### src/rtl/lbfr_rd_scheduler.sv
// Round-robin read scheduler: grants one ready line buffer, pulses header start, then drives its read enable until lastwd or timeout.
// Latency: ready sampled in IDLE at edge N -> hdr_start_o in cycle N+1 -> rd_en_o from cycle N+2; all outputs registered.
// Backpressure: enable_i/tx_busy_i only gate new grants in IDLE; a granted packet always runs to lastwd or timeout, then a fixed gap.
module lbfr_rd_scheduler #(
  parameter int NUM_CH      = 4,
  parameter int GAP_CYCLES  = 8,
  parameter int TIMEOUT_CYC = 4096
) (
  input  logic                       tx_clk_i,
  input  logic                       reset_tx_n_i,
  input  logic                       enable_i,
  input  logic                       tx_busy_i,
  input  logic [NUM_CH-1:0]          ch_ready_i,
  input  logic [16*NUM_CH-1:0]       ch_wc_i,
  input  logic [NUM_CH-1:0]          ch_lastwd_i,
  output logic [NUM_CH-1:0]          rd_en_o,
  output logic [15:0]                wdcnt_o,
  output logic [$clog2(NUM_CH)-1:0]  grant_id_o,
  output logic                       hdr_start_o,
  output logic                       pkt_done_o,
  output logic                       timeout_o
);

  localparam int          IDW      = $clog2(NUM_CH);
  localparam logic [15:0] TO_LAST  = 16'(TIMEOUT_CYC - 1);
  localparam logic [15:0] GAP_LAST = 16'(GAP_CYCLES - 1);

  typedef enum logic [1:0] {ST_IDLE, ST_HDR, ST_READ, ST_GAP} state_t;

  state_t            r_state, w_state_nxt;
  logic [15:0]       r_cnt, w_cnt_nxt;
  logic [IDW-1:0]    r_last, w_last_nxt;
  logic [IDW-1:0]    r_grant, w_grant_nxt;
  logic [15:0]       r_wdcnt, w_wdcnt_nxt;
  logic [NUM_CH-1:0] r_rd_en, w_rd_en_nxt;
  logic              r_hdr, w_hdr_nxt;
  logic              r_done, w_done_nxt;
  logic              r_to, w_to_nxt;

  logic              w_pick_vld;
  logic [IDW-1:0]    w_pick_id;
  logic [IDW-1:0]    w_idx;
  logic [15:0]       w_pick_wc;
  logic [NUM_CH-1:0] w_grant_oh;

  // Round-robin search: walk from farthest to nearest after last grant so the nearest ready channel wins
  always_comb begin
    w_pick_vld = 1'b0;
    w_pick_id  = '0;
    w_idx      = '0;
    for (int i = NUM_CH; i >= 1; i--) begin
      w_idx = IDW'((int'(r_last) + i) % NUM_CH);
      if (ch_ready_i[w_idx]) begin
        w_pick_vld = 1'b1;
        w_pick_id  = w_idx;
      end
    end
  end

  // Word count of the candidate channel, latched only on grant
  always_comb begin
    w_pick_wc = '0;
    for (int k = 0; k < NUM_CH; k++) begin
      if (w_pick_id == IDW'(k)) w_pick_wc = ch_wc_i[16*k +: 16];
    end
  end

  // One-hot read enable for the held grant; the only pattern rd_en_o can take
  always_comb begin
    w_grant_oh          = '0;
    w_grant_oh[r_grant] = 1'b1;
  end

  // Packet sequencer: next state plus next values of every registered output
  always_comb begin
    w_state_nxt = r_state;
    w_cnt_nxt   = r_cnt;
    w_last_nxt  = r_last;
    w_grant_nxt = r_grant;
    w_wdcnt_nxt = r_wdcnt;
    w_rd_en_nxt = '0;
    w_hdr_nxt   = 1'b0;
    w_done_nxt  = 1'b0;
    w_to_nxt    = 1'b0;
    case (r_state)
      ST_IDLE: begin
        if (enable_i && !tx_busy_i && w_pick_vld) begin
          w_grant_nxt = w_pick_id;
          w_last_nxt  = w_pick_id;
          w_wdcnt_nxt = w_pick_wc;
          w_hdr_nxt   = 1'b1;
          w_state_nxt = ST_HDR;
        end
      end
      ST_HDR: begin
        w_cnt_nxt = '0;
        if (r_wdcnt == 16'd0) begin
          // Empty line: header only, finish without touching the buffer
          w_done_nxt  = 1'b1;
          w_state_nxt = ST_GAP;
        end else begin
          w_rd_en_nxt = w_grant_oh;
          w_state_nxt = ST_READ;
        end
      end
      ST_READ: begin
        // lastwd is checked first so it wins over a coincident timeout
        if (ch_lastwd_i[r_grant]) begin
          w_done_nxt  = 1'b1;
          w_cnt_nxt   = '0;
          w_state_nxt = ST_GAP;
        end else if (r_cnt == TO_LAST) begin
          w_to_nxt    = 1'b1;
          w_cnt_nxt   = '0;
          w_state_nxt = ST_GAP;
        end else begin
          w_rd_en_nxt = w_grant_oh;
          w_cnt_nxt   = r_cnt + 16'd1;
        end
      end
      ST_GAP: begin
        if (r_cnt == GAP_LAST) begin
          w_cnt_nxt   = '0;
          w_state_nxt = ST_IDLE;
        end else begin
          w_cnt_nxt = r_cnt + 16'd1;
        end
      end
      default: w_state_nxt = ST_IDLE;
    endcase
  end

  // State and output registers; reset clears everything and points last grant at the top channel
  always_ff @(posedge tx_clk_i or negedge reset_tx_n_i) begin
    if (!reset_tx_n_i) begin
      r_state <= ST_IDLE;
      r_cnt   <= '0;
      r_last  <= IDW'(NUM_CH - 1);
      r_grant <= '0;
      r_wdcnt <= '0;
      r_rd_en <= '0;
      r_hdr   <= 1'b0;
      r_done  <= 1'b0;
      r_to    <= 1'b0;
    end else begin
      r_state <= w_state_nxt;
      r_cnt   <= w_cnt_nxt;
      r_last  <= w_last_nxt;
      r_grant <= w_grant_nxt;
      r_wdcnt <= w_wdcnt_nxt;
      r_rd_en <= w_rd_en_nxt;
      r_hdr   <= w_hdr_nxt;
      r_done  <= w_done_nxt;
      r_to    <= w_to_nxt;
    end
  end

  assign rd_en_o     = r_rd_en;
  assign wdcnt_o     = r_wdcnt;
  assign grant_id_o  = r_grant;
  assign hdr_start_o = r_hdr;
  assign pkt_done_o  = r_done;
  assign timeout_o   = r_to;

endmodule

### config.mk
export PLATFORM = sky130hd
export DESIGN_NAME = lbfr_rd_scheduler
export DESIGN_NICKNAME = d
export VERILOG_FILES = /design/src/rtl/lbfr_rd_scheduler.sv
export SDC_FILE = /design/constraint.sdc
export NUM_CORES = 1
export LEC_CHECK = 0
export ABC_CLOCK_PERIOD_IN_PS = 3000
export CAP_MARGIN = 15
export CELL_PAD_IN_SITES_DETAIL_PLACEMENT = 1
export CELL_PAD_IN_SITES_GLOBAL_PLACEMENT = 2
export CORE_ASPECT_RATIO = 0.8
export CORE_MARGIN = 3
export CORE_UTILIZATION = 26
export CTS_CLUSTER_DIAMETER = 50
export CTS_CLUSTER_SIZE = 16
export DETAILED_ROUTE_END_ITERATION = 8
export PLACE_DENSITY = 0.9
export SETUP_SLACK_MARGIN = 0.05
export SYNTH_ARGS = -nofsm -noshare
export SYNTH_HDL_FRONTEND = slang
export SYNTH_SLANG_ARGS = --single-unit
### constraint.sdc
create_clock -name tx_clk_i -period 3 [get_ports tx_clk_i]
set_clock_uncertainty 0.2 [all_clocks]
set_input_delay 0.3 -clock tx_clk_i [delete_from_list [all_inputs] [get_ports tx_clk_i]]
set_output_delay 0.3 -clock tx_clk_i [all_outputs]
set_load 0.03 [all_outputs]
==> impl_metrics.prom, run 1 <==
# TYPE chip_impl_metric gauge
chip_impl_metric{name="slowest_stage_delay_cp",unit="ns"} 0.59
chip_impl_info{name="cts-root-buf",value="clkbuf_16"} 1
chip_impl_metric{name="placed_cell_area",unit="sq mm"} 0.00387
chip_impl_metric{name="drt_first_pass_iters",unit=""} 4
chip_impl_metric{name="drt-vias-per-instance",unit=""} 5.06
chip_impl_metric{name="core_region_area",unit="sq mm"} 0.00985
chip_impl_info{name="cts_tree",value="built"} 1
chip_impl_metric{name="switchingPower",unit="W"} 0.00138
chip_impl_metric{name="timing.setup.tns",unit="ns"} 0
chip_impl_info{name="topRoutingLayerUsed",value="met4"} 1
chip_impl_metric{name="multi_input_comb_area",unit="sq mm"} 0.00147
chip_impl_metric{name="floorplan.io_pins",unit=""} 101
chip_impl_metric{name="place_congestion",unit=""} 0.782
chip_impl_metric{name="comb_power_share",unit="%"} 51.8
chip_impl_metric{name="detail_route.wirelength",unit="um"} 8600
chip_impl_metric{name="met2_routed_wirelength",unit="um"} 4180
chip_impl_info{name="category_of_the_most_critical_setup_path",value="flop to flop"} 1
chip_impl_metric{name="clock_tree.buffer_depth",unit=""} 2
chip_impl_metric{name="clkPwrFrac",unit="%"} 19.3
chip_impl_metric{name="postRouteAntennaNets",unit=""} 0
chip_impl_metric{name="post_synthesis_async_set_or_reset_flop_share",unit="%"} 100
chip_impl_info{name="rr_endpoint",value="r_state[0]"} 1
chip_impl_metric{name="drive_above_1_share",unit="%"} 7.57
chip_impl_info{name="synth_top_flop_cell",value="dfrtp_1"} 1
chip_impl_metric{name="final-seq-area",unit="sq mm"} 0.00113
chip_impl_metric{name="drtIter0Drc",unit=""} 127
chip_impl_info{name="ys_top_cells_by_area",value="dfrtp_1 (40%), a211oi_1 (9.0%), mux2i_1 (6.4%)"} 1
chip_impl_metric{name="post_cts.repair.setup_buffers",unit=""} 0
chip_impl_metric{name="grt_start_max_net_pins",unit=""} 50
chip_impl_metric{name="netlist_area",unit="sq mm"} 0.00268
chip_impl_info{name="final_cell_mix",value="clkdlybuf4s50_1 (99), dfrtp_1 (43), a211oi_1 (32), nor2_1 (24)"} 1
chip_impl_metric{name="yosys_warnings",unit=""} 0
chip_impl_metric{name="clk_latency",unit="ns"} 0.28
chip_impl_metric{name="yosys_register_bits",unit=""} 45
chip_impl_metric{name="globalRouteOverflowTotal",unit=""} 0
chip_impl_info{name="rsz_0062_raised_after_global_routing",value="false"} 1
chip_impl_info{name="r2r_start",value="r_cnt[13]"} 1
chip_impl_metric{name="p_leak",unit="nW"} 1.59
chip_impl_metric{name="postSynthCellCount",unit=""} 281
chip_impl_metric{name="fin_crit_sh",unit="%"} 88.7
chip_impl_info{name="timing.hold.worst.class",value="flop to flop"} 1
chip_impl_metric{name="pwr_density_cell",unit="mW/mm^2"} 822
chip_impl_metric{name="synth_edf_count",unit=""} 0
chip_impl_metric{name="vias_in_the_first_global_route",unit=""} 2830
chip_impl_metric{name="swShare",unit="%"} 41.1
chip_impl_info{name="outcome",value="completed"} 1
chip_impl_info{name="cp-startpoint",value="r_cnt[13]"} 1
chip_impl_metric{name="detailedPlacementHpwl",unit="um"} 6560
chip_impl_metric{name="avgSynthCellArea",unit="sq um"} 9.53
chip_impl_metric{name="yosys.area.top_type_share",unit="%"} 40.2
chip_impl_metric{name="diodes",unit=""} 0
chip_impl_metric{name="mapped_nets",unit=""} 363
chip_impl_metric{name="core.rowCount",unit=""} 32
chip_impl_info{name="hold_end",value="r_cnt[15]"} 1
chip_impl_metric{name="final.setup.worst_slack",unit="ns"} 0.340
chip_impl_metric{name="dr_wl_met3",unit="um"} 478
chip_impl_metric{name="grt_antenna_before_repair",unit=""} 0
chip_impl_metric{name="power.sequential.fraction",unit="%"} 28.9
chip_impl_metric{name="p_int",unit="W"} 0.00198
chip_impl_metric{name="slew_headroom",unit="%"} 56.4
chip_impl_metric{name="start_util",unit="%"} 27.2
chip_impl_metric{name="placed_cells",unit=""} 509
chip_impl_info{name="critical_path.cell_chain",value="or4_4 > nor4_1 > o21ai_2 > buf_4 > nand2b_4 > o41a_1"} 1
chip_impl_metric{name="track_usage",unit="%"} 15.0
chip_impl_metric{name="floorplan.die.height",unit="um"} 96.8
chip_impl_metric{name="cp.arrival",unit="ns"} 2.62
chip_impl_metric{name="reg2reg_depth",unit=""} 6
chip_impl_metric{name="die-area",unit="sq mm"} 0.0116
chip_impl_metric{name="grt_pass1_wl",unit="um"} 14400
chip_impl_metric{name="nFillCells",unit=""} 1152
chip_impl_metric{name="clk_pin_slew",unit="ns"} 0.07
chip_impl_metric{name="worstPathRequired",unit="ns"} 2.96
chip_impl_metric{name="max_cap_viol_count",unit=""} 0
chip_impl_info{name="crit_path_end_kind",value="flop"} 1
chip_impl_metric{name="cts_num_sinks",unit=""} 45
chip_impl_metric{name="drt-wirelength-per-cell",unit="um"} 16.6
chip_impl_metric{name="fin_total_pwr",unit="W"} 0.00335
chip_impl_metric{name="fmax",unit="GHz"} 0.376
chip_impl_info{name="start_kind",value="flop"} 1
chip_impl_metric{name="final_cells",unit=""} 519
chip_impl_metric{name="io_buffer_count",unit=""} 100
chip_impl_metric{name="num_vias",unit=""} 2624
chip_impl_metric{name="whs_path_depth",unit=""} 1
chip_impl_metric{name="final_max_slew_viols",unit=""} 0
chip_impl_metric{name="finalWorstPathRequiredPeriod",unit="ns"} 2.66
chip_impl_metric{name="finished_layout_cell_area",unit="sq mm"} 0.00408
chip_impl_metric{name="htree_num_levels",unit=""} 2
chip_impl_metric{name="critical_path.max_fanout",unit=""} 15
chip_impl_metric{name="synthDistinctLibCells",unit=""} 46
chip_impl_info{name="layout.cells.most_common",value="clkdlybuf4s50_1"} 1
chip_impl_metric{name="setup_violations",unit=""} 0
chip_impl_metric{name="die_w",unit="um"} 119
chip_impl_metric{name="post-place-ws",unit="ns"} 0.335
chip_impl_metric{name="ff2ff_setup_slack",unit="ns"} 0.34
chip_impl_metric{name="final-hold-violation-count",unit=""} 0
chip_impl_metric{name="m1WireLength",unit="um"} 3880
chip_impl_metric{name="area_growth_syn_to_layout",unit="%"} 52.3
chip_impl_metric{name="num-nets-final",unit=""} 464
chip_impl_info{name="synth.largest_area_cell",value="dfrtp_1"} 1
chip_impl_info{name="cpMaxStageDelayCell",value="or4_4"} 1
chip_impl_metric{name="vdd_ir_drop_max",unit="uV"} 323
chip_impl_metric{name="tightestPinTransition",unit="ns"} 0.654
chip_impl_metric{name="cts_buffers",unit=""} 5
chip_impl_info{name="hold_path_startpoint",value="r_cnt[15]"} 1
chip_impl_metric{name="route.detailed.drc",unit=""} 0
chip_impl_metric{name="synth_sequential_area_ratio",unit="%"} 42.1
## metrics by stage
step / util (%) / hold slack [ns]
CTS: 41.0 / 0.0616
floorplan: - / -0.196
detailed placement: 39.3 / 0.318
finish: 41.4 / 0.324
global placement: 39.3 / 0.291
global route: 41.4 / 0.342
## sequential cells by signal, indices dropped and copies added, names as in the netlist
register / cells
grant_id_o: 2
hdr_start_o: 1
pkt_done_o: 1
r_cnt: 16
r_last: 2
r_state: 2
rd_en_o: 4
timeout_o: 1
wdcnt_o: 16
## power groups by stage
stage,Combinational (W),Sequential [W],Clock [W]
detailed placement,0.00174,0.000982,0
global route,0.00188,0.00100,0.000695
floorplan,0.000790,0.00123,0
CTS,0.00175,0.000973,0.000657
global placement,0.00169,0.000971,0
finish,0.00174,0.000969,0.000646
## synthesized netlist by cell type (all sizes together) (2+ instances only)
cell	number
o41ai	3
nor2	24
a31oi	3
dfrtp	43
clkbuf	11
or4	2
mux2i	17
nand4	7
inv	11
ha	6
o311ai	4
o22ai	5
buf	4
a211oi	32
a22o	2
dfstp	2
nand2	17
a21oi	6
nand2b	8
o31ai	2
mux2	3
nand3	11
nor4	7
and3	3
o21ai	9
o21a	3
nor3	3
and2	5
nor2b	16
## how the worst max path moves through the flow
stage,slack [ns],to,cells past startpoint
final,0.34,r_state[0],6
after global routing,0.19,r_cnt[9],5
after CTS,0.34,r_state[0],6
after detailed placement,0.34,r_cnt[15],6
after global placement,0.42,r_cnt[15],6
after floorplan,0.59,r_cnt[15],6
## cells by family (layout without fill, tap and decap cells)
group,Yosys count,after routing,share of synthesized area (%)
buffers and inverters,26,128,3.83
AO/OA/AOI/OAI,75,75,20.7
multiplexers,21,21,8.59
flip-flops,45,45,42.1
adder cells (fa/ha/maj),6,6,2.80
AND/OR/NAND/NOR,108,108,21.9
## cell type report
cell class	instances	area share, %
Sequential cell	45	27.7
Multi-Input combinational cell	210	36.0
Inverter	11	1.01
Clock buffer	7	3.50
Timing Repair Buffer	109	26.9
Clock inverter	1	0.736
Tap cell	136	4.17
## metal layers
layer	global-route usage, %	up-vias
met5	0	-
met3	3.57	7
met2	26.5	71
met1	18.9	1294
li1	-	1252
met4	2.46	0
## worst max-delay path, delay by kind of cell (launching register included)
kind	cells	cell delay (ns)
compound gates	2	0.43
simple gates	3	1.25
buf+inv	1	0.21
flops	1	0.44
## what timing repair did
action	CTS	global route
hold buffers	0	1
gates resized for setup	0	0
hold endpoints to repair	0	22
Power figures use the tool's default switching activity.
==> run 2, diff against run 1 <==
--- a/config.mk
+++ b/config.mk
@@ -10,7 +10,6 @@
 export CELL_PAD_IN_SITES_DETAIL_PLACEMENT = 1
 export CELL_PAD_IN_SITES_GLOBAL_PLACEMENT = 2
 export CORE_ASPECT_RATIO = 0.8
-export CORE_MARGIN = 3
 export CORE_UTILIZATION = 26
 export CTS_CLUSTER_DIAMETER = 50
 export CTS_CLUSTER_SIZE = 16
==> impl_metrics.prom, run 2 (synthesis results as in run 1) <==
# TYPE chip_impl_metric gauge
chip_impl_info{name="outcome",value="complete, but fails checks"} 1
chip_impl_info{name="violations_in_the_final_reports",value="negative hold slack"} 1
chip_impl_metric{name="final-hold-violation-count",unit=""} 21
chip_impl_metric{name="vdd_ir_drop_max",unit="uV"} 274
chip_impl_metric{name="drt-wirelength-per-cell",unit="um"} 15.8
chip_impl_metric{name="timing.setup.tns",unit="ns"} 0
chip_impl_info{name="rr_endpoint",value="r_state[0]"} 1
chip_impl_metric{name="critical_path.max_fanout",unit=""} 15
chip_impl_metric{name="num-nets-final",unit=""} 461
chip_impl_metric{name="final.setup.worst_slack",unit="ns"} 0.327
chip_impl_metric{name="cts_repair_resize_count",unit=""} 0
chip_impl_metric{name="power.sequential.fraction",unit="%"} 29.1
chip_impl_metric{name="finalWorstPathRequiredPeriod",unit="ns"} 2.67
chip_impl_metric{name="pwr_density_cell",unit="mW/mm^2"} 825
chip_impl_metric{name="io_buffer_count",unit=""} 100
chip_impl_metric{name="slew_headroom",unit="%"} 31.4
chip_impl_info{name="timing.hold.worst.class",value="input pin to asynchronous set/reset pin"} 1
chip_impl_metric{name="clk_latency",unit="ns"} 0.29
chip_impl_metric{name="fmax",unit="GHz"} 0.374
chip_impl_metric{name="clkPwrFrac",unit="%"} 19.5
chip_impl_info{name="layout.cells.most_common",value="clkdlybuf4s50_1"} 1
chip_impl_metric{name="cts_buffers",unit=""} 5
chip_impl_info{name="crit_path_end_kind",value="flop"} 1
chip_impl_info{name="cts-root-buf",value="clkbuf_16"} 1
chip_impl_metric{name="floorplan.die.height",unit="um"} 92.8
chip_impl_info{name="category_of_the_most_critical_setup_path",value="flop to flop"} 1
chip_impl_metric{name="grt_pass1_wl",unit="um"} 13600
chip_impl_metric{name="vias_in_the_first_global_route",unit=""} 2736
chip_impl_metric{name="route.detailed.drc",unit=""} 0
chip_impl_metric{name="tightestPinTransition",unit="ns"} 1.03
chip_impl_metric{name="detail_route.wirelength",unit="um"} 8140
chip_impl_info{name="rsz_0062_raised_after_global_routing",value="false"} 1
chip_impl_metric{name="max_cap_viol_count",unit=""} 0
chip_impl_metric{name="drt-vias-per-instance",unit=""} 4.99
chip_impl_info{name="final_cell_mix",value="clkdlybuf4s50_1 (99), dfrtp_1 (43), a211oi_1 (32), nor2_1 (24)"} 1
chip_impl_metric{name="diodes",unit=""} 0
chip_impl_metric{name="drive_above_1_share",unit="%"} 7.11
chip_impl_metric{name="detailedPlacementHpwl",unit="um"} 6230
chip_impl_metric{name="switchingPower",unit="W"} 0.00136
chip_impl_metric{name="num_vias",unit=""} 2573
chip_impl_metric{name="core.rowCount",unit=""} 32
chip_impl_metric{name="place_congestion",unit=""} 0.742
chip_impl_metric{name="cts_num_sinks",unit=""} 45
chip_impl_metric{name="floorplan.io_pins",unit=""} 101
chip_impl_metric{name="clk_pin_slew",unit="ns"} 0.06
chip_impl_metric{name="comb_power_share",unit="%"} 51.4
chip_impl_metric{name="hold-worst-slack",unit="ns"} -0.00722
chip_impl_metric{name="core_region_area",unit="sq mm"} 0.00981
chip_impl_metric{name="cp.arrival",unit="ns"} 2.64
chip_impl_metric{name="grt_start_max_net_pins",unit=""} 50
chip_impl_metric{name="clock_tree.buffer_depth",unit=""} 2
chip_impl_metric{name="start_util",unit="%"} 27.3
chip_impl_metric{name="post_cts.repair.setup_buffers",unit=""} 0
chip_impl_info{name="start_kind",value="flop"} 1
chip_impl_metric{name="die_w",unit="um"} 115
chip_impl_metric{name="nFillCells",unit=""} 1133
chip_impl_metric{name="p_leak",unit="nW"} 1.57
chip_impl_info{name="r2r_start",value="r_cnt[13]"} 1
chip_impl_metric{name="postRouteAntennaNets",unit=""} 0
chip_impl_metric{name="ff2ff_setup_slack",unit="ns"} 0.33
chip_impl_metric{name="globalRouteOverflowTotal",unit=""} 0
chip_impl_metric{name="track_usage",unit="%"} 16.4
chip_impl_metric{name="fin_crit_sh",unit="%"} 89.1
chip_impl_info{name="cts_tree",value="built"} 1
chip_impl_metric{name="post-place-ws",unit="ns"} 0.326
chip_impl_metric{name="drtIter0Drc",unit=""} 106
chip_impl_metric{name="die-area",unit="sq mm"} 0.0107
chip_impl_metric{name="p_int",unit="W"} 0.00197
chip_impl_metric{name="drt_first_pass_iters",unit=""} 4
chip_impl_metric{name="htree_num_levels",unit=""} 2
chip_impl_metric{name="swShare",unit="%"} 40.9
chip_impl_metric{name="cts_hold_buf",unit=""} 0
chip_impl_metric{name="area_growth_syn_to_layout",unit="%"} 50.6
chip_impl_metric{name="grt_antenna_before_repair",unit=""} 0
chip_impl_metric{name="setup_violations",unit=""} 0
chip_impl_metric{name="reg2reg_depth",unit=""} 6
chip_impl_metric{name="worstPathRequired",unit="ns"} 2.97
chip_impl_metric{name="final_max_slew_viols",unit=""} 0
## run 2: power by group through the flow
stage / Clock, W / Combinational, W / Sequential, W
2_1_floorplan: 0 / 0.000790 / 0.00123
3_3_place_gp: 0 / 0.00168 / 0.000973
3_5_place_dp: 0 / 0.00172 / 0.000981
4_1_cts: 0.000663 / 0.00173 / 0.000972
5_1_grt: 0.000698 / 0.00185 / 0.00100
6_report: 0.000648 / 0.00171 / 0.000969
## run 2: through the flow
step | utilization (%) | power [W] | area, sq um | hold slack [ns] | std cells
floorplan | - | 0.00202 | 2680 | -0.196 | 281
global placement | 39.4 | 0.00265 | 3860 | 0.296 | 508
detailed placement | 39.4 | 0.00270 | 3860 | 0.316 | 508
CTS | 41.1 | 0.00337 | 4030 | 0.0327 | 516
global route | 41.1 | 0.00355 | 4030 | 0.0778 | 516
finish | 41.1 | 0.00333 | 4030 | -0.00722 | 516
## run 2: layout make-up
type                    count  area (sq um)  area share [%]
multi-input cells         210          1470            36.4
flip-flops and latches     45          1130            28.0
repair buffers            106          1050            26.1
well taps                 136           170            4.22
clock buffers               7           143            3.54
inverters                  11          41.3            1.02
clock inverters             1          30.0           0.744
## run 2: metal layers
layer  GRT usage, %  vias to the layer above  wire, um  share of wire [%]
met2           27.4                       71      3890                 48
met5              0                        -         0                  0
met1           21.0                     1245      3730                 46
met3           3.14                        9       403                5.0
li1               -                     1248         -                  -
met4           5.52                        0       118                1.4
## run 2: how the worst max path moves through the flow
stage	cells past startpoint	endpoint	from	slack (ns)
after floorplan	6	r_cnt[15]	grant_id_o[0]	0.59
after global placement	6	wdcnt_o[6]	ch_ready_i[3]	0.40
after detailed placement	6	wdcnt_o[6]	ch_ready_i[3]	0.33
after CTS	6	r_state[0]	r_cnt[13]	0.32
after global routing	5	r_cnt[10]	r_cnt[12]	0.14
final	6	r_state[0]	r_cnt[13]	0.33
## run 2: critical path: stages, from the launching register on
cell	delay, ns
dfrtp_1	0.43
or4_4	0.59
nor4_1	0.54
o21ai_2	0.10
buf_4	0.21
nand2b_4	0.16
o41a_1	0.32
==> run 3, diff against run 2 <==
--- a/config.mk
+++ b/config.mk
@@ -15,6 +15,7 @@
 export CTS_CLUSTER_SIZE = 16
 export DETAILED_ROUTE_END_ITERATION = 8
 export PLACE_DENSITY = 0.9
+export REMOVE_ABC_BUFFERS = 1
 export SETUP_SLACK_MARGIN = 0.05
 export SYNTH_ARGS = -nofsm -noshare
 export SYNTH_HDL_FRONTEND = slang
==> impl_metrics.prom, run 3 (synthesis results as in run 1) <==
# TYPE chip_impl_metric gauge
chip_impl_metric{name="core_region_area",unit="sq mm"} 0.00981
chip_impl_info{name="timing.hold.worst.class",value="input pin to asynchronous set/reset pin"} 1
chip_impl_metric{name="post-place-ws",unit="ns"} 0.198
chip_impl_metric{name="final_max_slew_viols",unit=""} 0
chip_impl_metric{name="post_cts.repair.setup_buffers",unit=""} 0
chip_impl_metric{name="diodes",unit=""} 0
chip_impl_metric{name="globalRouteOverflowTotal",unit=""} 0
chip_impl_info{name="cts_tree",value="built"} 1
chip_impl_metric{name="place_congestion",unit=""} 0.784
chip_impl_metric{name="core.rowCount",unit=""} 32
chip_impl_info{name="cpMaxStageDelayCell",value="or4_4"} 1
chip_impl_metric{name="final-hold-violation-count",unit=""} 0
chip_impl_metric{name="route.detailed.drc",unit=""} 0
chip_impl_metric{name="reg2reg_depth",unit=""} 5
chip_impl_metric{name="finished_layout_cell_area",unit="sq mm"} 0.00403
chip_impl_metric{name="finalWorstPathRequiredPeriod",unit="ns"} 2.71
chip_impl_metric{name="die-area",unit="sq mm"} 0.0107
chip_impl_metric{name="drive_above_1_share",unit="%"} 7.09
chip_impl_metric{name="postRouteAntennaNets",unit=""} 0
chip_impl_metric{name="drt-vias-per-instance",unit=""} 5.01
chip_impl_metric{name="floorplan.io_pins",unit=""} 101
chip_impl_metric{name="drtIter0Drc",unit=""} 125
chip_impl_metric{name="timing.critical_path.buf_inv",unit=""} 0
chip_impl_metric{name="fin_crit_sh",unit="%"} 90.4
chip_impl_metric{name="vias_in_the_first_global_route",unit=""} 2679
chip_impl_metric{name="detailedPlacementHpwl",unit="um"} 6180
chip_impl_metric{name="vdd_ir_drop_max",unit="uV"} 231
chip_impl_metric{name="track_usage",unit="%"} 16.2
chip_impl_metric{name="cts_buffers",unit=""} 5
chip_impl_metric{name="final_cells",unit=""} 517
chip_impl_info{name="category_of_the_most_critical_setup_path",value="flop to flop"} 1
chip_impl_info{name="cts-root-buf",value="clkbuf_16"} 1
chip_impl_metric{name="grt_antenna_before_repair",unit=""} 0
chip_impl_info{name="crit_path_end_kind",value="flop"} 1
chip_impl_metric{name="clk_pin_slew",unit="ns"} 0.06
chip_impl_metric{name="clk_latency",unit="ns"} 0.28
chip_impl_info{name="endpoint",value="r_cnt[11]"} 1
chip_impl_metric{name="area_growth_syn_to_layout",unit="%"} 50.6
chip_impl_info{name="rsz_0062_raised_after_global_routing",value="false"} 1
chip_impl_info{name="cp-startpoint",value="r_cnt[13]"} 1
chip_impl_metric{name="drt_first_pass_iters",unit=""} 4
chip_impl_metric{name="slew_headroom",unit="%"} 55.4
chip_impl_metric{name="p_leak",unit="nW"} 1.57
chip_impl_metric{name="clock_tree.buffer_depth",unit=""} 2
chip_impl_metric{name="grt_pass1_wl",unit="um"} 13600
chip_impl_metric{name="critical_path.max_fanout",unit=""} 13
chip_impl_metric{name="final.setup.worst_slack",unit="ns"} 0.289
chip_impl_info{name="layout.cells.most_common",value="clkdlybuf4s50_1"} 1
chip_impl_metric{name="placed_cell_area",unit="sq mm"} 0.00386
chip_impl_metric{name="slowest_stage_delay_cp",unit="ns"} 0.59
chip_impl_metric{name="final_cell_utilization_of_the_core",unit="%"} 41.1
chip_impl_info{name="rr_endpoint",value="r_cnt[11]"} 1
chip_impl_info{name="start_kind",value="flop"} 1
chip_impl_metric{name="grt_start_max_net_pins",unit=""} 50
chip_impl_metric{name="io_buffer_count",unit=""} 100
chip_impl_metric{name="htree_num_levels",unit=""} 2
chip_impl_metric{name="ff2ff_setup_slack",unit="ns"} 0.29
chip_impl_info{name="final_cell_mix",value="clkdlybuf4s50_1 (99), dfrtp_1 (43), a211oi_1 (32), nor2_1 (24)"} 1
chip_impl_metric{name="wp_depth",unit=""} 5
chip_impl_metric{name="floorplan.die.height",unit="um"} 92.8
chip_impl_metric{name="cts_num_sinks",unit=""} 45
chip_impl_metric{name="placed_cells",unit=""} 508
chip_impl_info{name="critical_path.cell_chain",value="or4_4 > nor4_1 > o21ai_2 > nand2b_1 > o311ai_0"} 1
chip_impl_info{name="outcome",value="completed"} 1
chip_impl_metric{name="start_util",unit="%"} 27.3
chip_impl_metric{name="hold-worst-slack",unit="ns"} 0.178
chip_impl_metric{name="setup_violations",unit=""} 0
chip_impl_metric{name="num_vias",unit=""} 2588
chip_impl_metric{name="worstPathRequired",unit="ns"} 2.92
chip_impl_metric{name="drt-wirelength-per-cell",unit="um"} 16.1
chip_impl_info{name="crit_family",value="simple AND/OR/NAND/NOR gates"} 1
chip_impl_metric{name="fmax",unit="GHz"} 0.369
chip_impl_metric{name="max_cap_viol_count",unit=""} 0
chip_impl_metric{name="die_w",unit="um"} 115
chip_impl_metric{name="pwr_density_cell",unit="mW/mm^2"} 803
chip_impl_info{name="r2r_start",value="r_cnt[13]"} 1
chip_impl_metric{name="cts_repair_resize_count",unit=""} 0
chip_impl_metric{name="detail_route.wirelength",unit="um"} 8310
chip_impl_metric{name="cp.arrival",unit="ns"} 2.63
chip_impl_metric{name="tightestPinTransition",unit="ns"} 0.670
chip_impl_metric{name="num-nets-final",unit=""} 463
## run 3: changes by cell type in the layout (fill, tap and decap cells not counted), sizes merged
cell,previous run,this run
buf,7,8
bufinv,1,0
dlygate4sd3,0,1
## run 3: per-stage QoR
| step | TNS (ns) | power, W |
|---|---|---|
| 5_1_grt | 0 | 0.00346 |
| 3_3_place_gp | 0 | 0.00267 |
| 6_report | 0 | 0.00324 |
| 3_5_place_dp | 0 | 0.00272 |
| 2_1_floorplan | -20.01 | 0.00200 |
| 4_1_cts | 0 | 0.00328 |
## run 3: repair_timing
action,4_1_cts,5_1_grt
hold buffers,0,1
endpoints found under the setup margin,0,0
endpoints found under the hold margin,0,43
## run 3: worst min path at each step
| stage | endpoint | slack (ns) | cells past startpoint |
|---|---|---|---|
| 6_report | pkt_done_o | 0.18 | 2 |
| 4_1_cts | pkt_done_o | 0.06 | 1 |
| 3_5_place_dp | r_cnt[15] | 0.30 | 1 |
| 3_3_place_gp | r_cnt[15] | 0.29 | 1 |
| 5_1_grt | pkt_done_o | 0.19 | 2 |
| 2_1_floorplan | grant_id_o[0] | -0.20 | 0 |
## run 3: final cells by class
class,count,area [sq um]
clock buffers,7,143
fillers,1111,5780
flip-flops and latches,45,1130
well taps,136,170
inverters,11,41.3
multi-input cells,210,1470
repair buffers,108,1080
## run 3: routing by layer
metal / wire [um] / vias up / global-route usage [%]
met5: 0 / - / 0
met4: 64 / 0 / 3.57
met3: 395 / 7 / 3.08
met2: 4050 / 59 / 27.1
met1: 3800 / 1277 / 21.5
li1: - / 1245 / -
## run 3: power breakdown
part           switching (W)  total (W)  internal (W)
clock               0.000215   0.000542      0.000327
combinational       0.000966    0.00172      0.000756
sequential          0.000174   0.000974      0.000800
